## src/rtl/dmem_arb_pkg.sv

```systemverilog
// Shared definitions for the data-memory arbiter: FSM states, bus owner
// identifiers and the width helper used to size the saturating counters.
package dmem_arb_pkg;

  typedef enum logic [1:0] {
    CPU_OWN = 2'd0,
    DMA_OWN = 2'd1,
    YIELD   = 2'd2
  } arb_state_t;

  localparam logic OWNER_CPU = 1'b0;
  localparam logic OWNER_DMA = 1'b1;

  // Bits needed to hold every value from 0 up to and including max_val.
  function automatic int cnt_width(input int max_val);
    return (max_val < 1) ? 1 : $clog2(max_val + 1);
  endfunction

endpackage

```

## src/rtl/sat_counter.sv

```systemverilog
// Up-counter that sticks at LIMIT. Clear wins over increment so the owner can
// restart a count in the same cycle it would otherwise have advanced.
module sat_counter #(
  parameter int WIDTH = 4,
  parameter int LIMIT = 8
) (
  input  logic             clk,
  input  logic             reset_n,
  input  logic             inc,
  input  logic             clear,
  output logic [WIDTH-1:0] cnt,
  output logic             at_limit
);

  localparam logic [WIDTH-1:0] LIMIT_VAL = WIDTH'(LIMIT);

  // Count register: clear has priority, increment stops once LIMIT is reached.
  always_ff @(posedge clk or negedge reset_n) begin
    if (!reset_n) begin
      cnt <= '0;
    end else if (clear) begin
      cnt <= '0;
    end else if (inc && !at_limit) begin
      cnt <= cnt + WIDTH'(1);
    end
  end

  assign at_limit = (cnt == LIMIT_VAL);

endmodule

```

## src/rtl/dmem_arbiter.sv

```systemverilog
// Arbiter sharing the single-port data memory between the MEM stage and a
// DMA/loader port. The CPU wins by default; a starvation counter forces DMA
// through after STARVE_LIMIT denials, and a lock lets DMA keep the memory
// for up to MAX_LOCK beats before a mandatory one-cycle yield to the CPU.
module dmem_arbiter
  import dmem_arb_pkg::*;
#(
  parameter int DATA_W       = 32,
  parameter int ADDR_W       = 8,
  parameter int STARVE_LIMIT = 4,
  parameter int MAX_LOCK     = 8
) (
  input  logic              clk,
  input  logic              reset_n,
  input  logic              cpu_memread,
  input  logic              cpu_memwrite,
  input  logic [ADDR_W-1:0] cpu_addr,
  input  logic [DATA_W-1:0] cpu_wdata,
  output logic [DATA_W-1:0] cpu_rdata,
  output logic              cpu_stall,
  input  logic              dma_valid,
  input  logic              dma_we,
  input  logic              dma_lock,
  input  logic [ADDR_W-1:0] dma_addr,
  input  logic [DATA_W-1:0] dma_wdata,
  output logic              dma_ready,
  output logic              dma_rvalid,
  output logic [DATA_W-1:0] dma_rdata,
  output logic              mem_read,
  output logic              mem_write,
  output logic [ADDR_W-1:0] mem_addr,
  output logic [DATA_W-1:0] mem_wdata,
  input  logic [DATA_W-1:0] mem_rdata
);

  localparam int WAIT_W = cnt_width(STARVE_LIMIT);
  localparam int LOCK_W = cnt_width(MAX_LOCK);

  arb_state_t        state;
  arb_state_t        state_next;

  logic [WAIT_W-1:0] wait_cnt;
  logic              wait_full;
  logic              wait_inc;
  logic              wait_clr;

  logic [LOCK_W-1:0] lock_cnt;
  logic              lock_full;
  logic              lock_inc;
  logic              lock_clr;
  logic              lock_last;

  logic              cpu_req;
  logic              cpu_grant;
  logic              dma_grant;
  logic              bus_active;
  logic              bus_owner;

  assign cpu_req = cpu_memread | cpu_memwrite;

  // The beat about to be accepted is the final one the lock allows. With
  // MAX_LOCK of 1 this is already true for the opening beat in CPU_OWN.
  assign lock_last = lock_full || (lock_cnt == LOCK_W'(MAX_LOCK - 1));

  // Consecutive cycles a DMA request has been kept waiting.
  sat_counter #(
    .WIDTH (WAIT_W),
    .LIMIT (STARVE_LIMIT)
  ) u_wait_cnt (
    .clk      (clk),
    .reset_n  (reset_n),
    .inc      (wait_inc),
    .clear    (wait_clr),
    .cnt      (wait_cnt),
    .at_limit (wait_full)
  );

  // Beats transferred in the current locked burst.
  sat_counter #(
    .WIDTH (LOCK_W),
    .LIMIT (MAX_LOCK)
  ) u_lock_cnt (
    .clk      (clk),
    .reset_n  (reset_n),
    .inc      (lock_inc),
    .clear    (lock_clr),
    .cnt      (lock_cnt),
    .at_limit (lock_full)
  );

  // Ownership state register.
  always_ff @(posedge clk or negedge reset_n) begin
    if (!reset_n) begin
      state <= CPU_OWN;
    end else begin
      state <= state_next;
    end
  end

  // Grant decision, counter control and next ownership state.
  always_comb begin
    state_next = state;
    cpu_grant  = 1'b0;
    dma_grant  = 1'b0;
    wait_inc   = 1'b0;
    wait_clr   = 1'b0;
    lock_inc   = 1'b0;
    lock_clr   = 1'b0;
    case (state)
      CPU_OWN: begin
        if (dma_valid && (!cpu_req || wait_full)) begin
          dma_grant = 1'b1;
          wait_clr  = 1'b1;
          if (dma_lock) begin
            if (lock_last) begin
              state_next = YIELD;
            end else begin
              state_next = DMA_OWN;
              lock_inc   = 1'b1;
            end
          end
        end else if (dma_valid) begin
          cpu_grant = 1'b1;
          wait_inc  = 1'b1;
        end else begin
          cpu_grant = cpu_req;
          wait_clr  = 1'b1;
        end
      end
      DMA_OWN: begin
        dma_grant = dma_valid;
        wait_clr  = 1'b1;
        if (dma_valid) begin
          lock_inc = 1'b1;
          if (!dma_lock || lock_last) begin
            state_next = YIELD;
          end
        end else if (!dma_lock) begin
          state_next = YIELD;
        end
      end
      YIELD: begin
        cpu_grant  = cpu_req;
        lock_clr   = 1'b1;
        state_next = CPU_OWN;
        if (dma_valid) begin
          wait_inc = 1'b1;
        end else begin
          wait_clr = 1'b1;
        end
      end
      default: begin
        state_next = CPU_OWN;
        wait_clr   = 1'b1;
        lock_clr   = 1'b1;
      end
    endcase
  end

  assign cpu_stall = reset_n & cpu_req & ~cpu_grant;
  assign dma_ready = reset_n & dma_grant;
  assign cpu_rdata = mem_rdata;

  // Memory bus mux: the granted requester drives data_mem, otherwise idle zeros.
  // A simultaneous CPU load and store is issued as a store only.
  always_comb begin
    bus_active = reset_n & (cpu_grant | dma_grant);
    bus_owner  = dma_grant ? OWNER_DMA : OWNER_CPU;
    mem_read   = 1'b0;
    mem_write  = 1'b0;
    mem_addr   = '0;
    mem_wdata  = '0;
    if (bus_active) begin
      if (bus_owner == OWNER_DMA) begin
        mem_read  = ~dma_we;
        mem_write = dma_we;
        mem_addr  = dma_addr;
        mem_wdata = dma_wdata;
      end else begin
        mem_read  = cpu_memread & ~cpu_memwrite;
        mem_write = cpu_memwrite;
        mem_addr  = cpu_addr;
        mem_wdata = cpu_wdata;
      end
    end
  end

  // DMA read return: capture the combinational memory data of an accepted
  // read and flag it valid for exactly the following cycle.
  always_ff @(posedge clk or negedge reset_n) begin
    if (!reset_n) begin
      dma_rvalid <= 1'b0;
      dma_rdata  <= '0;
    end else begin
      dma_rvalid <= dma_grant & ~dma_we;
      if (dma_grant && !dma_we) begin
        dma_rdata <= mem_rdata;
      end
    end
  end

endmodule
```

## config.mk

```make
export PLATFORM = sky130hd
export DESIGN_NAME = dmem_arbiter
export DESIGN_NICKNAME = d
export VERILOG_FILES = /design/src/rtl/dmem_arb_pkg.sv /design/src/rtl/sat_counter.sv /design/src/rtl/dmem_arbiter.sv
export SDC_FILE = /design/constraint.sdc
export NUM_CORES = 1
export LEC_CHECK = 0
export CORE_ASPECT_RATIO = 1.75
export CORE_MARGIN = 2
export CORE_UTILIZATION = 36
export DETAILED_ROUTE_END_ITERATION = 16
export GPL_TIMING_DRIVEN = 0
export HOLD_SLACK_MARGIN = 0.03
export PLACE_DENSITY = 0.87
export REMOVE_ABC_BUFFERS = 1
export SYNTH_ARGS = -nofsm -noshare
export SYNTH_HDL_FRONTEND = slang
export SYNTH_SLANG_ARGS = --single-unit
```

## constraint.sdc

```tcl
create_clock -name clk -period 5.5 [get_ports clk]
set_input_delay 1.65 -clock clk [delete_from_list [all_inputs] [get_ports clk]]
set_output_delay 1.65 -clock clk [all_outputs]
set_load 0.1 [all_outputs]
```

-- After elaboration in Yosys (flattened, before gate mapping)
Cells that the tools add are included.
W data, S select, Z words.
- $add $sub $neg: 2
- eq/ne operators: 10
- muxes and demuxes: 35
- bitwise logic cells: 11
- reductions and logical operators: 16
- operator list (operator ; count):
    $mux W32 ; 2
    $mux W8 ; 2
    $mux W1 ; 15
    $mux W2 ; 6
    $pmux W1 S2 ; 5
    $mux W4 ; 2
    $and A1 B1 Y1 ; 6
    $mux W3 ; 2
    $ne A3 B3 Y1 const B ; 2
    $logic_not A1 Y1 ; 5
    $add A4 B1 Y4 const B ; 1
    $eq A4 B3 Y1 const B ; 1
    $eq A4 B4 Y1 const B ; 1
    $logic_and A1 B1 Y1 ; 4
    $ne A2 B2 Y1 const B ; 2
    $pmux W2 S2 ; 1
    $reduce_and A4 Y1 ; 1
    $add A3 B1 Y3 const B ; 1
    $eq A3 B3 Y1 const B ; 1
    $logic_or A1 B1 Y1 ; 3
    $not A1 Y1 ; 3
    $eq A2 B1 Y1 const B ; 1
    $eq A2 B2 Y1 const B ; 1
    $logic_not A2 Y1 ; 1
    4 further kinds ; 5
- bits in registers: 42
- input bits: 119
- output and inout port bits: 109
- word-level logic and storage cells: 79

-- Longest topological paths before layout
Gate-level depths: netlist (run 1).
- depth after elaboration: 9
- depth in mapped cells: 9
- gate-level depth less buffers: 6

-- Cells and area by module
From an unflattened synthesis (run 1), not the netlist that was laid out.
- cell total of the unflattened synthesis: 316
- area, all modules: 3030.4 µm²
- by module, submodules not included (module ; instances ; cells an instance ; area an instance (µm²) ; sequential area each (µm²)):
    dmem_arbiter ; 1 ; 274 ; 2605.0 ; 875.8
    sat_counter (u_lock_cnt) ; 1 ; 24 ; 232.7 ; 100.1
    sat_counter (u_wait_cnt) ; 1 ; 18 ; 192.7 ; 75.1

-- Worst setup path before layout (run 1)
OpenSTA, ideal clock, no wires.
- kind: input to output
- start point: input dma_valid
- end point: output cpu_stall
- arrival time: 4.191 ns
- data required time: 3.850 ns
- setup slack: -0.341 ns
- stages: 4
- buffers on the path: 1
- cell sequence: nor2b_1 buf_2 a21oi_1 nor3b_1
- cells in the longest elaborated chain, start to end: 5
- elaborated cells between the ends (all ways): 6
- classes of those cells: 3 x mux; 2 x bitwise; 1 x reduce/logical
- ends and longest elaborated chain (element ; line ; text):
    from (decl) ; dmem_arbiter.sv:21 ; input logic dma_valid,
    $mux W1 / $logic_and A1 B1 Y1 (equally long branches) ; dmem_arbiter.sv:122, dmem_arbiter.sv:111 ;
    $mux W1 * ; dmem_arbiter.sv:111 ; if (dma_valid && (!cpu_req || wait_full)) begin
    $pmux W1 S2 * ; dmem_arbiter.sv:109 ; case (state)
    $not A1 Y1 * ; dmem_arbiter.sv:160 ; assign cpu_stall = reset_n & cpu_req & ~cpu_grant;
    $and A1 B1 Y1 * ; dmem_arbiter.sv:160 ;
    to (decl) ; dmem_arbiter.sv:20 ; output logic cpu_stall,
Every way passes the cells marked *; elsewhere a longest branch is shown, timed or not.

-- Final worst setup path (run 1)
- start point: input dma_valid
- end point: output mem_wdata[27]
- cells in the longest elaborated chain, start to end: 6
- elaborated cells between the ends (all ways): 11
- classes of those cells: 8 x mux; 2 x bitwise; 1 x reduce/logical
- ends and longest elaborated chain (element ; line ; text):
    $mux W1 / $logic_and A1 B1 Y1 (equally long branches) ; dmem_arbiter.sv:122, dmem_arbiter.sv:111 ;
    $mux W1 ; dmem_arbiter.sv:111 ;
    $pmux W1 S2 ; dmem_arbiter.sv:109 ;
    $or A1 B1 Y1 / $mux W1 (equally long branches) ; dmem_arbiter.sv:167, dmem_arbiter.sv:168 ;
    $and A1 B1 Y1 / $mux W32 (equally long branches) ; dmem_arbiter.sv:167, dmem_arbiter.sv:174 ;
    $mux W32 * ; dmem_arbiter.sv:173 ; if (bus_active) begin
    to (decl) ; dmem_arbiter.sv:32 ; output logic [DATA_W-1:0] mem_wdata,
Marked as above.

==> results.toml, run 1 <==
[detailed_routing]
wire_per_inst_um = 17.9
routed_via_density = 5.06
wirelength_um = 10500
vias = 2978
first_iter_violations = 93
drtPass1Iterations = 4
drtAntennaViolNets = 0
remaining_drc_errors = 0

[flow_run]
maxCapViolCount = 0

[clock_tree]
clockBufferDepth = 2
cts_root_buffer = "clkbuf_16"
clkSinkCount = 42
cts-buffers-inserted = 5
tritoncts = "built"
cts_setup_buffers = 0
clkTransAtPathRegs_ns = 0.06
htree_levels = 2
clk_latency_ns = 0.28

[synth]
ys_ff_latch = 42
synth_cell_types = 35
async_flop_share = 1.00
synth_area_leader_cell = "dfrtp_1"
synth_edf_count = 0
seq_area_frac_synth = 0.373
yosysWarnings = 0
synthCells = 312
synth_ff_type = "dfrtp_1"
syn_area_sq_mm = 0.00282
synth_area_per_cell_sq_um = 9.03
synthTopCellsByArea = "dfrtp_1 (37%), mux2_4 (15%), nand2_1 (11%), buf_4 (8.5%), a21oi_1 (8.2%)"
synth_top_area_share = 0.373

[hold_path]
hold_class = "register to register"
min_delay_worst_endpoint = "dma_rdata[22]$_DFFE_PN0P_"
hp-start = "dma_rdata[22]$_DFFE_PN0P_"
whs_path_depth = 1

[worst_setup_path]
startpoint_type = "input pin"
reg2reg_to = "dma_rdata[1]$_DFFE_PN0P_"
reg2reg_setup_slack_ns = 3.13
end_kind = "primary output"
cp.arrival_ns = 3.78
path_max_fanout = 21
cpMaxStageDelayCell = "clkdlybuf4s18_2"
critical_path_class = "input pin to primary output"
r2r_cells = 6
critical_path_required_ns = 3.85
max_stage_delay_ns = 0.57
crit_buf_inv = 2
rr_startpoint = "u_wait_cnt.cnt[0]$_DFFE_PN0P_"
crit_family = "buffers and inverters"
path_cells = "clkdlybuf4s50_1 -> nor2b_4 -> o31a_4 -> nand2_1 -> a21oi_1 -> clkdlybuf4s18_2"

[final_layout]
final_nets = 623
antenna_cells = 0
area_growth_pct = 75.4
stdcell_count = 588
drive_gt1_frac = 0.194

[pwr]
p_leak_nw = 2.17
power-per-cell-area_mw_per_mm2 = 424
vdd_drop_max_mv = 0.363

[sta]
finalCritPeriodShare = 0.988
max_slew_margin = 0.289
setup-violations-final = 0
fin_crit_ns = 5.43
fmax_mhz = 184
worst_pin_slew_ns = 1.06
finClkSkew_ns = 0.00313
hold_viol = 0
holdWs_ns = 0.506
slew_viol_final = 0
tns_ns = 0
rsz0062_at_grt = "false"

[global_route]
grt_util_met2 = 0.419
met1_usage = 0.247
grt_overflow = 0
grtUsageTotal = 0.237
antenna_found_initial = 0
grt_max_degree = 27
grt_pass1_wl_um = 15800
grt-busiest-layer = "met2"
grt_pass1_vias = 3100
use_met3 = 0.0980

[die]
num_rows = 42
die_x_um = 70.9
die_area_sq_mm = 0.00858
fp.coreArea_sq_mm = 0.00757
initial_utilization = 0.372
ios = 228
die_height_um = 121

[place]
globalplace.congestion = 0.833
hpwl_um = 8060
placed_cells_incl_taps = 578
io_buffers = 227

[status]
status = "finished clean"
kinds of logic (layout without fill, tap and decap cells):
group | after synthesis | after routing | synth area share
flip-flops | 42 | 42 | 0.373
multiplexers | 35 | 35 | 0.176
adder cells (fa/ha/maj) | 4 | 4 | 0.0178
buffers and inverters | 61 | 246 | 0.151
AND/OR/NAND/NOR | 109 | 109 | 0.158
XOR/XNOR | 1 | 1 | 0.00311
AO/OA/AOI/OAI | 60 | 63 | 0.121
sequential cells by signal, summed over array words and instances, names as in the netlist:
register        count
u_lock_cnt.cnt      4
dma_rdata          32
u_wait_cnt.cnt      3
dma_rvalid          1
state               2
metal layers:
| metal | routed length, um | part of all wire |
|---|---|---|
| met1 | 3720 | 0.35 |
| met2 | 5320 | 0.50 |
| met3 | 1270 | 0.12 |
| met4 | 238 | 0.023 |
| met5 | 0 | 0 |
cell usage after synthesis (2+ instances only):
| master | n |
|---|---|
| inv_1 | 8 |
| ha_1 | 4 |
| dfrtp_1 | 42 |
| nor3b_1 | 2 |
| clkbuf_1 | 6 |
| buf_6 | 2 |
| nor2_1 | 9 |
| mux2_4 | 28 |
| mux2_2 | 5 |
| o21ai_0 | 2 |
| buf_2 | 10 |
| nand4_1 | 2 |
| mux2i_1 | 2 |
| buf_12 | 3 |
| nor2b_1 | 2 |
| a211o_1 | 2 |
| nor3_1 | 2 |
| buf_4 | 32 |
| nand3b_1 | 2 |
| nand2_1 | 86 |
| a21oi_1 | 46 |
| o31ai_1 | 2 |
worst reg2reg max path: cells and delay by family (launching register included):
family          cells  cell delay [ns]
compound gates      1             0.45
fa+ha+maj           1             0.19
buf+inv             2             0.34
flops               1             0.39
mux                 1             0.35
simple gates        1             0.55
per-stage QoR:
| stage | setup slack [ns] | util | cell area (sq um) | power, mW |
|---|---|---|---|---|
| floorplan | -0.956 | - | 2420 | 1.36 |
| global placement | -3.37 | 0.635 | 4800 | 1.81 |
| detailed placement | -1.81 | 0.647 | 4900 | 1.83 |
| CTS | 0.000921 | 0.671 | 5080 | 2.12 |
| global route | 0.00365 | 0.653 | 4940 | 2.17 |
| finish | 0.0670 | 0.653 | 4940 | 2.10 |
timing repair:
action                     in CTS  in global routing
resized for setup             194                 46
hold buffers                    0                  0
pin swaps                       1                  0
gates cloned                    3                  0
setup endpoints to repair      44                 27
worst max path at each step:
stage,startpoint,to,slack (ns),cells after the start
5_1_grt,dma_valid,mem_wdata[27],0.004,6
2_1_floorplan,cpu_memread,mem_addr[0],-0.96,4
3_3_place_gp,reset_n,mem_wdata[24],-3.37,4
3_5_place_dp,dma_valid,mem_wdata[22],-1.81,6
4_1_cts,dma_valid,cpu_stall,0.0009,5
6_report,dma_valid,mem_wdata[27],0.07,6
report_power, final:
| group | switching (mW) | internal (mW) |
|---|---|---|
| combinational | 0.998 | 0.371 |
| sequential | 0.0570 | 0.393 |
| clock | 0.111 | 0.166 |
| total | 1.17 | 0.930 |
area by class of cell:
| type | instances | area [sq um] |
|---|---|---|
| well taps | 88 | 110 |
| fillers | 624 | 2630 |
| multi-input cells | 212 | 1440 |
| repair buffers | 231 | 2180 |
| flip-flops and latches | 42 | 1050 |
| clock buffers | 7 | 133 |
| inverters | 8 | 30.0 |
cells in the final DEF (no fill, tap or decap), types with 2 or more instances in the layout:
cell type,netlist,layout
a211o_1,2,2
a21oi_1,46,46
buf_2,10,27
buf_4,32,13
buf_8,0,2
clkbuf_1,6,2
clkbuf_16,0,5
clkdlybuf4s18_2,0,2
clkdlybuf4s50_1,0,182
dfrtp_1,42,42
ha_1,4,4
inv_1,8,8
mux2_2,5,5
mux2_4,28,28
mux2i_1,2,2
nand2_1,86,86
nand3b_1,2,2
nand4_1,2,2
nor2_1,9,7
nor3_1,2,2
nor3b_1,2,2
o21ai_0,2,2
o21ai_4,0,2
o31a_4,0,2
o31ai_1,2,2
No activity file was read; power rests on OpenSTA's default activity.
==> run 2: changes to the inputs <==
- CORE_UTILIZATION: 36 -> 37
- SYNTH_HIERARCHICAL: unset -> 1
==> run 2 against run 1 <==
- global-route usage decreased by 2.9 points
- worst setup slack better by 0.018 ns
- largest cell class unchanged
- utilization rose by 0.073 points
- flip-flop and latch count unchanged
- sequential power is 4% higher
- maximum frequency grew 0.33%
- highest routed layer unchanged
- combinational power rose by 12%
- die area grew 4.4%
- clock skew increased by 0.0022 ns
==> results.toml, run 2 <==
[status]
status = "finished clean"

[clock_tree]
tritoncts = "built"
cts_root_buffer = "clkbuf_16"
clkSinkCount = 42
cts_setup_buffers = 0
htree_levels = 2
clockBufferDepth = 2
clkTransAtPathRegs_ns = 0.06
clk_latency_ns = 0.28
cts-buffers-inserted = 5

[sta]
finClkSkew_ns = 0.00536
fmax_mhz = 185
slew_viol_final = 0
holdWs_ns = 0.501
rsz0062_at_grt = "false"
max_slew_margin = 0.310
finalCritPeriodShare = 0.985
tns_ns = 0
hold_viol = 0
fin_crit_ns = 5.42
setup-violations-final = 0
worst_pin_slew_ns = 1.03

[final_layout]
stdcell_area_sq_mm = 0.00520
layout_commonest_cell = "clkdlybuf4s50_1"
stdcell_count = 591
area_growth_pct = 71.8
final_nets = 623
antenna_cells = 0
reg_top3 = "dma_rdata: 32 flops, u_lock_cnt/cnt: 4 flops, u_wait_cnt/cnt: 3 flops"
top_register = "dma_rdata"
layout_common_cells = "clkdlybuf4s50_1 (182), nand2_1 (84), dfrtp_1 (42), mux2_2 (32), o22ai_2 (30)"
drive_gt1_frac = 0.253
largest_register_ffs = 32
fill_cells = 644

[synth]
synth_area_per_cell_sq_um = 9.59
synthTopCellsByArea = "dfrtp_1 (35%), o22ai_2 (12%), mux2_2 (12%), nand2_1 (10%), buf_4 (7.9%)"
syn_area_sq_mm = 0.00303
synth_area_leader_cell = "dfrtp_1"
async_flop_share = 1.00
synth_cell_types = 41
ys_top_cells_by_count = "nand2_1 (84), dfrtp_1 (42), buf_4 (32), mux2_2 (32), o22ai_2 (30)"
yosysWarnings = 6
synth_most_common_cell = "nand2_1"
synth_top_area_share = 0.347
ys_ff_latch = 42
synthCells = 316
synth_edf_count = 0
synth_ff_type = "dfrtp_1"
seq_area_frac_synth = 0.347

[pwr]
report.power.total_mw = 2.30
power.internal_uw = 979
clkPwrFrac = 0.127
netSwitchingPower_mw = 1.32
seqPwrFrac = 0.204
switching_share = 0.575
power-per-cell-area_mw_per_mm2 = 442
p_leak_nw = 2.17
combPwrFrac = 0.670
vdd_drop_max_mv = 0.369

[global_route]
grt_max_degree = 84
grtUsageTotal = 0.208
antenna_found_initial = 0
grt_pass1_wl_um = 14600
grt_pass1_vias = 3053
grt_overflow = 0

[detailed_routing]
drtAntennaViolNets = 0
first_iter_violations = 72
drtPass1Iterations = 4
wirelength_um = 10100
routed_via_density = 5.14
remaining_drc_errors = 0
wire_per_inst_um = 17.1
vias = 3037

[hold_path]
whs_path_depth = 1
hp-start = "dma_rdata[29]$_DFFE_PN0P_"
min_delay_worst_endpoint = "dma_rdata[29]$_DFFE_PN0P_"
hold_class = "register to register"

[worst_setup_path]
startpoint_type = "input pin"
path_max_fanout = 17
end_kind = "primary output"
cpMaxStageDelayCell = "clkdlybuf4s18_2"
cp.arrival_ns = 3.77
r2r_cells = 6
max_stage_delay_ns = 0.57
path_cells = "clkdlybuf4s50_1 -> nor2b_4 -> o211ai_4 -> a21oi_1 -> clkdlybuf4s18_2"
reg2reg_to = "dma_rdata[10]$_DFFE_PN0P_"
reg2reg_setup_slack_ns = 2.95
critical_path_class = "input pin to primary output"
rr_startpoint = "u_wait_cnt/cnt[0]$_DFFE_PN0P_"
critical_path_required_ns = 3.85

[place]
placed_cells_incl_taps = 580
hpwl_um = 7280
io_buffers = 227
globalplace.congestion = 0.793
place_area_sq_mm = 0.00508

[die]
die_area_sq_mm = 0.00896
initial_utilization = 0.381
fp.coreArea_sq_mm = 0.00796
num_rows = 43
die_height_um = 124
die_x_um = 72.4
ios = 228

[flow_run]
maxCapViolCount = 0
-- run 2: changes by cell type in the layout (fill, tap and decap cells not counted), sizes merged, moves of 3 or more --
| cell | change |
|---|---|
| nor2b | +3 |
| o22ai | +40 |
| nand2b | +4 |
| o31ai | -3 |
| buf | -22 |
| a21oi | -42 |
| clkdlybuf4s15 | +22 |
-- run 2: worst max path at each step --
stage | start | end | slack [ns] | depth (start not counted)
after floorplan | dma_valid | mem_write | -1.09 | 3
after global placement | reset_n | mem_write | -3.46 | 4
after detailed placement | dma_valid | mem_wdata[10] | -0.77 | 6
after CTS | dma_valid | mem_wdata[10] | -0.02 | 5
after global routing | dma_valid | mem_read | 0.01 | 5
final | dma_valid | mem_read | 0.08 | 5
-- run 2: power groups by stage --
stage / clock network, mW / logic [mW] / registers [mW]
floorplan: 0 / 0.429 / 1.08
global placement: 0 / 1.53 / 0.464
detailed placement: 0 / 1.55 / 0.472
CTS: 0.302 / 1.55 / 0.468
global route: 0.313 / 1.58 / 0.483
finish: 0.292 / 1.54 / 0.468
-- run 2: area by class of cell --
type                            instances  area (sq um)  share of cell area
Multi-Input combinational cell        214          1610               0.309
Sequential cell                        42          1050               0.202
Clock buffer                            7           143              0.0274
Timing Repair Buffer                  229          2260               0.433
Clock inverter                          1          5.00            0.000962
Inverter                                8          30.0             0.00577
Tap cell                               90           113              0.0216
-- run 2: stage by stage --
stage | utilization | setup slack [ns]
after floorplan | - | -1.09
after global placement | 0.631 | -3.46
after detailed placement | 0.638 | -0.766
after CTS | 0.667 | -0.0237
after global routing | 0.654 | 0.0116
final | 0.654 | 0.0848
-- run 2: what timing repair did --
item / CTS / global route
endpoints found under the setup margin: 44 / 40
gates cloned: 2 / 1
hold buffers: 0 / 0
gates resized for setup: 135 / 43
pin swaps: 3 / 1
-- run 2: cells by family (layout without fill, tap and decap cells) --
| logic type | Yosys count | in the layout | share of synthesized area |
|---|---|---|---|
| flops | 42 | 42 | 0.347 |
| buf+inv | 63 | 245 | 0.140 |
| fa+ha+maj | 4 | 4 | 0.0165 |
| mux | 36 | 36 | 0.135 |
| compound gates | 58 | 61 | 0.199 |
| simple gates | 112 | 112 | 0.159 |
| xor+xnor | 1 | 1 | 0.00289 |
-- run 2: worst max-delay path: cells and delay by family --
kind	cells	cell delay (ns)
compound gates	2	0.57
buf+inv	2	1.13
simple gates	1	0.41
-- run 2: metal layers --
metal | global-route usage | wire [um] | vias to the layer above
met3 | 0.0583 | 971 | 17
met2 | 0.416 | 5600 | 153
met5 | 0 | 0 | -
met4 | 0.0729 | 223 | 0
met1 | 0.193 | 3330 | 1435
li1 | - | - | 1432
==> patch 1, RTL diff (flow settings as in run 2) <==
Re-encode `arb_state_t` (3 states) as one-hot, 3 bits wide.
--- a/src/rtl/dmem_arb_pkg.sv
+++ b/src/rtl/dmem_arb_pkg.sv
@@ -3,8 +3,8 @@
 package dmem_arb_pkg;
 
-  typedef enum logic [1:0] {
-    CPU_OWN = 2'd0,
-    DMA_OWN = 2'd1,
-    YIELD   = 2'd2
+  typedef enum logic [2:0] {
+    CPU_OWN = 3'b001,
+    DMA_OWN = 3'b010,
+    YIELD   = 3'b100
   } arb_state_t;
 
Behaviour: no difference found for any inputs over 10 cycles, from zero or initial values and one cycle with reset_n low; not proved beyond that.
==> patch 1 against run 2 <==
Sequential cell count grew 1. Global-route usage grew 6.8 points. Power shrank 17%. Area after synthesis shrank 15%. Via count shrank 12%. Wire length grew 9.7%. First-iteration DRC count grew 9.7%. Maximum frequency grew 0.45%. Design area shrank 7.2%. Worst setup slack gained 0.024 ns.
==> patch 1: results (changes against run 2) <==
- Outcome: completed (unchanged)
- Maximum clock frequency: 0.185 GHz (about the same)
- Vias: 2670 (was 3037)
- Placed Instances: 501 (was 580)
- Sequential-to-total area share from yosys stat: 0.418 (was 0.347)
- Fraction of area in multi-input gates: 0.247 (was 0.309)
- Vias in the first global route: 2766 (was 3053)
- Nonclk inv count: 7 (was 8)
- WL final: 11100 um (was 10100 um)
- Ranking of synthesized cells by area: dfrtp_1 41%, a22o_1 14%, mux2_1 12% (was dfrtp_1 35%, o22ai_2 12%, mux2_2 12%)
- Area grow syn2layout: 87.5% (was 71.8%)
- Multi-input gate area: 1190 sq um (was 1610 sq um)
- Reg-to-reg setup timing slack: 2.90 ns (was 2.95 ns)
- First-pass GRT wire length: 14900 um (was 14600 um)
- Layout cells sized above 1: 0.173 (was 0.253)
- Place WS: -1.47 ns (was -0.766 ns)
- Mean post-synth cell area: 11.2 sq um (was 9.59 sq um)
- DRT Pass-1 Iters: 6 (was 4)
- Multi-input logic cell count: 136 (was 214)
- Largest regs: dma_rdata x32, u_lock_cnt/cnt x4 (was dma_rdata x32, u_lock_cnt/cnt x4, u_wait_cnt/cnt x3)
- Clk cell area share: 0.0399 (was 0.0284)
- Leak pwr: 2.10 nW (was 2.17 nW)
- Hpwl dp: 8550 um (was 7280 um)
- Layout clock buffers: 5 (was 7)
- Mux contribution to synthesized area: 0.159 (was 0.135)
- RR Endpoint: dma_rdata[15] (was dma_rdata[10])
- Largest net degree at the start of global routing: 43 (was 84)
- Post-synth top cells: 42 x dfrtp_1, 40 x a22o_1, 32 x buf_4 (was 84 x nand2_1, 42 x dfrtp_1, 32 x buf_4, 32 x mux2_2, 30 x o22ai_2)
- Worst clock skew: 0.00543 ns (was 0.00536 ns)
- Routed vias/inst: 5.21 (was 5.14)
- Synth Area in XOR/XNOR: 0.00340 (was 0.00289)
- Seq cells post-synth: 43 (was 42)
- Routability cong.: 0.806 (was 0.793)
- Worst VDD drop: 393 uV (was 369 uV)
- GRT Total Usage: 0.275 (was 0.208)
- Iter 0 DRT Violations: 79 (was 72)
- Placed Area: 4710 sq um (was 5080 sq um)
## patch 1: cell types whose count changed in the layout (fill, tap and decap cells not counted), sizes merged, moves of 3 or more
cell,run 2,this run
a21oi,4,7
clkbuf,8,30
clkdlybuf4s15,23,0
buf,22,26
a22o,0,40
nand2b,4,7
nand2,84,4
o22ai,40,0
## patch 1: how the worst min path moves through the flow
| stage | startpoint | endpoint | slack, ns | depth (start not counted) |
|---|---|---|---|---|
| floorplan | u_lock_cnt/cnt[3] | u_lock_cnt/cnt[3] | 0.53 | 2 |
| global placement | dma_rdata[24] | dma_rdata[24] | 0.47 | 1 |
| detailed placement | dma_rdata[23] | dma_rdata[23] | 0.47 | 1 |
| CTS | dma_rdata[23] | dma_rdata[23] | 0.49 | 1 |
| global route | dma_rdata[22] | dma_rdata[22] | 0.51 | 1 |
| finish | dma_rdata[2] | dma_rdata[2] | 0.48 | 1 |
## patch 1: where the power goes
part / internal (mW) / switching [mW]
clock network: 0.260 / 0.130
registers: 0.380 / 0.0384
logic: 0.280 / 0.824
## patch 1: cell families (layout without fill, tap and decap cells)
family | count (synthesis) | in the layout
AOI/OAI and AO/OA | 58 | 58
buffers and inverters | 51 | 249
muxes | 36 | 36
xor gates and xnor gates | 1 | 1
DFF | 43 | 43
adders and majority gates | 4 | 4
and+or+nand+nor | 36 | 37
## patch 1: layer usage
metal,part of all wire,global-route usage,vias up
met1,0.34,0.279,1260
li1,-,-,1203
met4,0.014,0.0789,0
met3,0.17,0.175,8
met2,0.47,0.458,199
met5,0,0,-
## patch 1: critical path, cell delays in order
cell and delay (ns):
clkdlybuf4s50_1 0.58, nand2_1 0.13, a21oi_1 0.13, nor3_4 0.30, buf_6 0.21, buf_6 0.19, a22o_1 0.22, buf_4 0.32
==> patch 2, RTL diff (settings of run 2) <==
Without the edit above. `STARVE_LIMIT`: 4 -> 2.
--- a/src/rtl/dmem_arbiter.sv
+++ b/src/rtl/dmem_arbiter.sv
@@ -8,5 +8,5 @@
   parameter int DATA_W       = 32,
   parameter int ADDR_W       = 8,
-  parameter int STARVE_LIMIT = 4,
+  parameter int STARVE_LIMIT = 2,
   parameter int MAX_LOCK     = 8
 ) (
Formal check against the unedited RTL: not equivalent (a bounded check fails within 4 cycles, from zero or initial values and one cycle with reset_n low).
==> patch 2 against run 2 <==
Sequential cell count fell by 1. Design area is 0.60% higher. First-iteration DRC count is 38% higher. Sequential share of layout area fell by 0.60 points. Wire length fell by 2.8%. Combinational power increased by 9%. Critical path depth rose by 1. Via count decreased by 2.2%. Clock power fell by 5%. Area after synthesis fell by 2.1%. Power is 5.8% higher. Worst setup slack gained 0.038 ns. Die area shrank 2.0%. Utilization up 1.3 points.
==> patch 2: results (changes against run 2) <==
- Outcome: completed (unchanged)
- Crit path max fanout: 25 (was 17)
- Antenna Cells: 0 (unchanged)
- Largest net degree at the start of global routing: 95 (was 84)
- Setup crit end: mem_addr[2] (was mem_read)
- Reg2reg path depth: 5 (was 6)
- Critical Path AT: 3.73 ns (was 3.77 ns)
- First-pass GRT wire length: 14400 um (was 14600 um)
- Global-route track usage on met3: 0.0599 (was 0.0583)
- Hpwl dp: 6950 um (was 7280 um)
- Ranking of synthesized cells by area: dfrtp_1 35%, o22ai_2 13%, mux2_2 12% (was dfrtp_1 35%, o22ai_2 12%, mux2_2 12%)
- Place WS: -0.622 ns (was -0.766 ns)
- Hold worst-path end: dma_rdata[9] (was dma_rdata[29])
- WHS: 0.504 ns (was 0.501 ns)
- Skew-Pair Late Insertion Delay: 0.28 ns (about the same)
- Asr flop ratio synth: 1.00 (unchanged)
- Worst Hold Launch: dma_rdata[9] (was dma_rdata[29])
- Routability cong.: 0.752 (was 0.793)
- Final net count: 625 (was 623)
- Leak pwr: 2.18 nW (was 2.17 nW)
- GR Layer Usage met2: 0.385 (was 0.416)
- Largest regs: dma_rdata x32, u_lock_cnt/cnt x4 (was dma_rdata x32, u_lock_cnt/cnt x4, u_wait_cnt/cnt x3)
- Mean post-synth cell area: 9.60 sq um (was 9.59 sq um)
- Placed Instances: 573 (was 580)
- RR Endpoint: dma_rdata[14] (was dma_rdata[10])
- Reg-to-reg setup timing slack: 3.14 ns (was 2.95 ns)
- Worst-path cell with the longest stage delay: clkdlybuf4s15_2 (was clkdlybuf4s18_2)
- GRT Total Usage: 0.204 (was 0.208)
- Finished Layout Cells: 594 (was 591)
- Placed Area: 5010 sq um (was 5080 sq um)
- Worst VDD drop: 419 uV (was 369 uV)
- Slew @ Worst Pin: 1.01 ns (was 1.03 ns)
- Met1 Usage GRT: 0.213 (was 0.193)
- Iter 0 DRT Violations: 99 (was 72)
- Worst clock skew: 0.00401 ns (was 0.00536 ns)
- Post-synth top cells: 84 x nand2_1, 41 x dfrtp_1, 32 x buf_4, 32 x mux2_2, 30 x o22ai_2 (was 84 x nand2_1, 42 x dfrtp_1, 32 x buf_4, 32 x mux2_2, 30 x o22ai_2)
- WL final: 9850 um (was 10100 um)
- Vias: 2971 (was 3037)
- Sequential-to-total area share from yosys stat: 0.346 (was 0.347)
- Tcrit/Tclk final: 0.978 (was 0.985)
[patch 2: final cells by class]
class	count	area, sq um
clock buffer	6	129
clock inverter	2	10.0
fill	620	2620
inverter	7	26.3
multi-input combinational	208	1570
sequential	41	1030
tap	90	113
timing repair buffer	240	2370
[patch 2: report_power, final]
group	internal, mW	switching (mW)	leakage, nW
clock network	0.166	0.110	0.0706
registers	0.407	0.0692	0.500
logic	0.435	1.25	1.61
[patch 2: logic make-up after synthesis]
kind of cell / Yosys count / share of synthesized area
adder cells (fa/ha/maj): 3 / 0.0126
AO/OA/AOI/OAI: 56 / 0.198
multiplexers: 36 / 0.140
XOR/XNOR: 1 / 0.00295
flip-flops: 41 / 0.346
AND/OR/NAND/NOR: 110 / 0.159
buffers and inverters: 62 / 0.141
[patch 2: metal layers]
metal | part of all wire | wire length [um]
met1 | 0.35 | 3490
met3 | 0.10 | 991
met5 | 0 | 0
met2 | 0.53 | 5210
met4 | 0.015 | 151
